==> src/rtl/serial_rx_fifo.sv <==
// 8N1 serial receiver with 16x oversampling feeding a small first-word fall-through FIFO.
// Define SERIAL_RX_MAJORITY_EN to decide each bit by 2-of-3 majority at ticks 7/8/9.
module serial_rx_fifo #(
    parameter int unsigned DIVISOR = 163,
    parameter int unsigned FIFO_AW = 2
) (
    input  logic       clk_in,
    input  logic       rst_in,
    input  logic       rxd_in,
    input  logic       read_in,
    input  logic       clear_in,
    output logic [7:0] data_out,
    output logic       avail_out,
    output logic       full_out,
    output logic       overrun_out,
    output logic       frame_err_out,
    output logic       irq_out
);

    localparam int unsigned DEPTH     = 1 << FIFO_AW;
    localparam logic [15:0] PRESC_MAX = 16'(DIVISOR - 1);
`ifdef SERIAL_RX_MAJORITY_EN
    localparam logic [3:0] DECIDE_TICK = 4'd9;
`else
    localparam logic [3:0] DECIDE_TICK = 4'd7;
`endif

    typedef enum logic [1:0] {IDLE, START, DATA, STOP} state_t;

    state_t             state;
    logic               rxq, rxs;
    logic [15:0]        presc;
    logic [3:0]         tick_cnt;
    logic [2:0]         bit_cnt;
    logic [7:0]         shreg;
    logic [FIFO_AW:0]   wr_ptr, rd_ptr;
    logic [7:0]         mem [DEPTH];
    logic               tick, decide, bit_val;
    logic               empty, full, pop, push, stop_good, stop_bad;

    always_ff @(posedge clk_in or negedge rst_in) begin
        if (!rst_in) begin
            rxq <= 1'b1;
            rxs <= 1'b1;
        end else begin
            rxq <= rxd_in;
            rxs <= rxq;
        end
    end

    assign tick   = (presc == PRESC_MAX);
    assign decide = tick && (tick_cnt == DECIDE_TICK) && (state != IDLE);

`ifdef SERIAL_RX_MAJORITY_EN
    logic s7, s8;
    always_ff @(posedge clk_in or negedge rst_in) begin
        if (!rst_in) begin
            s7 <= 1'b1;
            s8 <= 1'b1;
        end else if (tick) begin
            if (tick_cnt == 4'd7) s7 <= rxs;
            if (tick_cnt == 4'd8) s8 <= rxs;
        end
    end
    assign bit_val = (s7 & s8) | (s7 & rxs) | (s8 & rxs);
`else
    assign bit_val = rxs;
`endif

    assign empty     = (wr_ptr == rd_ptr);
    assign full      = (wr_ptr[FIFO_AW] != rd_ptr[FIFO_AW]) &&
                       (wr_ptr[FIFO_AW-1:0] == rd_ptr[FIFO_AW-1:0]);
    assign pop       = read_in && !empty;
    assign stop_good = (state == STOP) && decide && bit_val;
    assign stop_bad  = (state == STOP) && decide && !bit_val;
    // A pop in the same cycle frees the slot, so a full FIFO still accepts.
    assign push      = stop_good && (!full || pop);

    always_ff @(posedge clk_in or negedge rst_in) begin
        if (!rst_in) begin
            state         <= IDLE;
            presc         <= '0;
            tick_cnt      <= '0;
            bit_cnt       <= '0;
            shreg         <= '0;
            overrun_out   <= 1'b0;
            frame_err_out <= 1'b0;
        end else begin
            if (state == IDLE && !rxs) begin
                presc    <= '0;
                tick_cnt <= '0;
            end else begin
                presc <= tick ? '0 : presc + 16'd1;
                if (tick) tick_cnt <= tick_cnt + 4'd1;
            end

            case (state)
                IDLE:  if (!rxs) state <= START;
                START: if (decide) begin
                    state   <= bit_val ? IDLE : DATA;
                    bit_cnt <= '0;
                end
                DATA:  if (decide) begin
                    shreg   <= {bit_val, shreg[7:1]};
                    bit_cnt <= bit_cnt + 3'd1;
                    if (bit_cnt == 3'd7) state <= STOP;
                end
                STOP:  if (decide) state <= IDLE;
                default: state <= IDLE;
            endcase

            // A new error in the same cycle as clear_in keeps the flag set.
            if (stop_good && full && !pop) overrun_out <= 1'b1;
            else if (clear_in)             overrun_out <= 1'b0;
            if (stop_bad)                  frame_err_out <= 1'b1;
            else if (clear_in)             frame_err_out <= 1'b0;
        end
    end

    always_ff @(posedge clk_in or negedge rst_in) begin
        if (!rst_in) begin
            wr_ptr <= '0;
            rd_ptr <= '0;
        end else begin
            if (push) wr_ptr <= wr_ptr + 1'b1;
            if (pop)  rd_ptr <= rd_ptr + 1'b1;
        end
    end

    always_ff @(posedge clk_in) begin
        if (push) mem[wr_ptr[FIFO_AW-1:0]] <= shreg;
    end

    assign data_out  = empty ? '0 : mem[rd_ptr[FIFO_AW-1:0]];
    assign avail_out = !empty;
    assign full_out  = full;
    assign irq_out   = avail_out | overrun_out | frame_err_out;

endmodule
==> config.mk <==
export PLATFORM = sky130hd
export DESIGN_NAME = serial_rx_fifo
export DESIGN_NICKNAME = d
export VERILOG_FILES = /design/src/rtl/serial_rx_fifo.sv
export SDC_FILE = /design/constraint.sdc
export NUM_CORES = 1
export LEC_CHECK = 0
export CAP_MARGIN = 20
export CORE_UTILIZATION = 53
export DETAILED_ROUTE_END_ITERATION = 7
export PLACE_DENSITY = 0.86
export REMOVE_ABC_BUFFERS = 1
export SLEW_MARGIN = 20
export SYNTH_ARGS = -nofsm -noshare
export SYNTH_HDL_FRONTEND = slang
export SYNTH_SLANG_ARGS = --single-unit
==> constraint.sdc <==
create_clock -name clk_in -period 2.1 [get_ports clk_in]
set_input_delay 0.315 -clock clk_in [delete_from_list [all_inputs] [get_ports clk_in]]
set_output_delay 0.315 -clock clk_in [all_outputs]
set_load 0.03 [all_outputs]
==> results.sh <==
export IMPL_max_stage_delay_ns=0.51
export IMPL_ys_ff_latch=75
export IMPL_dr_pass1_iters=4
export IMPL_finalSetupViolCount=0
export IMPL_synth_cell_types=47
export IMPL_synth_area_leader_cell="dfrtp_1"
export IMPL_cp_end_kind="output port"
export IMPL_utilization_pct=69.1
export IMPL_cp_cell_sequence="buf_12, mux4_2, and2_1, buf_2"
export IMPL_vdd_drop_max_mv=0.635
export IMPL_maxCapViolCount=0
export IMPL_die_h_um=82.3
export IMPL_die_w_um=82.3
export IMPL_netlist_area_mm2=0.00342
export IMPL_cellLeakagePower_nw=1.82
export IMPL_rsz0062_at_grt="yes"
export IMPL_yosysWarnings=0
export IMPL_crit_slowest_cell="mux4_2"
export IMPL_fin_nets=322
export IMPL_yosysSeqAreaShare_pct=59.7
export IMPL_routed_wirelength_um=6330
export IMPL_r2r_slack_ns=0.07
export IMPL_maxSlewViolCount=0
export IMPL_cts_root_buf="clkbuf_8"
export IMPL_drive_gt1_share_pct=31.7
export IMPL_nFillCells=401
export IMPL_cts_tree="yes"
export IMPL_startpoint="rd_ptr[0]$_DFFE_PN0P_"
export IMPL_syn_inst=251
export IMPL_globalplace_congestion=0.739
export IMPL_post_route_period_util_pct=98.0
export IMPL_finClkSkew_ns=0.00795
export IMPL_synth_common_cells="41 x dfrtp_1, 32 x edfxtp_1, 22 x nor2_1, 17 x xnor2_1, 13 x nand3_1"
export IMPL_track_usage_pct=20.7
export IMPL_cts_buffer_depth=2
export IMPL_r2r_cells=6
export IMPL_path_clk_slew_ns=0.08
export IMPL_cp_buffers_inverters=2
export IMPL_critPathTopFamily="multiplexers"
export IMPL_worst_ep_required_time_ns=1.78
export IMPL_num_vias=2137
export IMPL_grt_max_degree=30
export IMPL_crit_type="register to output port"
export IMPL_yosys_area_top_type_share_pct=30.0
export IMPL_drc=0
export IMPL_start_util_pct=56.4
export IMPL_ioPinCount=18
export IMPL_p_per_area_mw_per_mm2=818
export IMPL_syn_avg_cell_area_um2=13.6
export IMPL_groute_layer_met1_usage_pct=26.3
export IMPL_fin_area_mm2=0.00419
export IMPL_crit_cells=4
export IMPL_dpl_instance_area_mm2=0.00395
export IMPL_ant_nets=0
export IMPL_crit_fanout=11
export IMPL_min_period_ns=2.06
export IMPL_place_hpwl_um=4470
export IMPL_status="complete, but fails checks"
export IMPL_drt_iter0_drc=127
export IMPL_htree_levels=3
export IMPL_clk_latency_ns=0.34
export IMPL_worstPathArrival_ns=1.74
export IMPL_hold_viol_final=26
export IMPL_row_count=28
export IMPL_syn_to_final_growth_pct=22.6
export IMPL_timing_rr_end="mem[0][5]$_DFFE_PP_"
export IMPL_met2_usage_pct=35.0
export IMPL_endpoint="data_out[2]"
export IMPL_synth_most_common_cell="dfrtp_1"
export IMPL_top_usage_layer="met2"
export IMPL_wl_per_cell_um=16.4
export IMPL_violations="hold timing"
export IMPL_port_buffers=17
export IMPL_hold_ws_ns=-0.0119
export IMPL_insertedDiodeCount=0
export IMPL_via_per_inst=5.52
export IMPL_clock_sinks=75
export IMPL_ys_async_sr_fraction_pct=57.3
export IMPL_worstMarginPinSlew_ns=0.639
export IMPL_slew_headroom_pct=57.4
export IMPL_cts_made_buffers=9
export IMPL_grt_overflow_total=0
export IMPL_grtUsageMet3_pct=4.29
export IMPL_worstReg2RegStart="presc[10]$_DFF_PN0_"
export IMPL_core_mm2=0.00606
export IMPL_dieArea_mm2=0.00677
export IMPL_grt_pass1_wl_um=10100
export IMPL_hold_path_class="input port to asynchronous set/reset pin"
export IMPL_synth_ff_type="dfrtp_1"
export IMPL_yosys_top_cells_area="dfrtp_1 30%, edfxtp_1 28%, mux4_2 5.3%"
export IMPL_grt_pass1_vias=2098
export IMPL_synth_edf_count=32
export IMPL_max_freq_mhz=486
export IMPL_grt_antenna_before_repair=0
export IMPL_power_mw=3.42
export IMPL_startpoint_type="register"
export IMPL_setup_tns_ns=0
-- flip-flops by register name (all words and copies together), names as in the netlist, named ones only --
signal and count:
rd_ptr 3, wr_ptr 3, frame_err_out 1, state 1
shreg 8, mem 32, rxq 1, bit_val 1
tick_cnt 4, overrun_out 1, presc 16, bit_cnt 3
-- worst min-delay path by stage --
stage / endpoint / start / cells past startpoint / slack, ns
floorplan: asynchronous set/reset pin / rst_in / 0 / 0.02
global placement: bit_val$_DFF_PN1_ / rxq$_DFF_PN1_ / 0 / 0.35
detailed placement: bit_val$_DFF_PN1_ / rxq$_DFF_PN1_ / 0 / 0.35
CTS: state[0]$_DFFE_PN0P_ / rst_in / 1 / 0.007
global route: state[0]$_DFFE_PN0P_ / rst_in / 1 / 0.04
finish: state[0]$_DFFE_PN0P_ / rst_in / 1 / -0.01
-- cells by family (layout without fill, tap and decap cells) --
group                      after synthesis  count (layout)  synth area share [%]
AOI/OAI and AO/OA                       16              16                  2.93
buffers and inverters                   18              79                  2.67
xor gates and xnor gates                21              21                  5.38
adders and majority gates               10              10                  3.66
muxes                                   20              20                  9.19
and+or+nand+nor                         91              91                  16.4
DFF                                     75              75                  59.7
-- through the flow --
stage | instances | setup slack [ns]
6_report | 387 | 0.0412
5_1_grt | 387 | -0.0163
4_1_cts | 386 | 0.00151
3_5_place_dp | 368 | -0.0278
3_3_place_gp | 368 | 0.0210
2_1_floorplan | 242 | -0.153
-- layout make-up --
type | instances | area, um^2 | share of cell area [%]
Sequential cell | 75 | 2040 | 48.7
Multi-Input combinational cell | 158 | 1310 | 31.2
Timing Repair Buffer | 54 | 465 | 11.1
Clock inverter | 7 | 125 | 2.99
Clock buffer | 9 | 124 | 2.96
Tap cell | 75 | 93.8 | 2.24
Inverter | 9 | 33.8 | 0.807
-- metal layers --
layer	up-vias	part of all wire (%)	routed length (um)
li1	1018	-	-
met3	10	2.9	181
met2	34	52	3260
met1	1075	44	2810
met4	0	1.2	77
met5	-	0	0
-- power by group --
group / total, mW / switching (mW) / internal, mW / leakage [nW]
registers: 1.58 / 0.0265 / 1.55 / 0.939
logic: 0.493 / 0.255 / 0.238 / 0.761
clock network: 1.35 / 0.553 / 0.799 / 0.124
-- cells in the final DEF (no fill, tap or decap), types with 2 or more instances in the layout --
cell type	Yosys	final
a21oi_1	4	4
and2_1	12	9
mux2_2	10	10
inv_1	9	9
dfrtp_1	41	41
clkbuf_8	0	9
nand4_1	3	3
buf_2	3	10
nor4_4	2	2
o211ai_1	3	3
dfstp_2	2	2
clkinv_4	0	3
nor3_1	7	7
xor2_1	4	4
buf_12	0	6
and2_4	0	3
ha_1	10	10
nor2_1	22	22
nor4_1	3	3
and3_1	2	2
clkdlybuf4s50_1	0	5
nand3_1	13	13
o21ai_0	5	5
or3_1	3	3
bufinv_16	0	3
mux4_2	8	8
nand2_1	8	8
xnor2_1	17	16
buf_4	3	32
nor4b_2	2	2
edfxtp_1	32	32
-- what timing repair did --
action                                 4_1_cts  5_1_grt
setup buffers                                2        1
endpoints found under the hold margin        0        0
cloned                                       0        0
hold buffers                                 0        0
setup endpoints to repair                   42       41
resized for setup                           48        6
pin swaps                                    1        1
No activity file was read; power rests on OpenSTA's default activity.
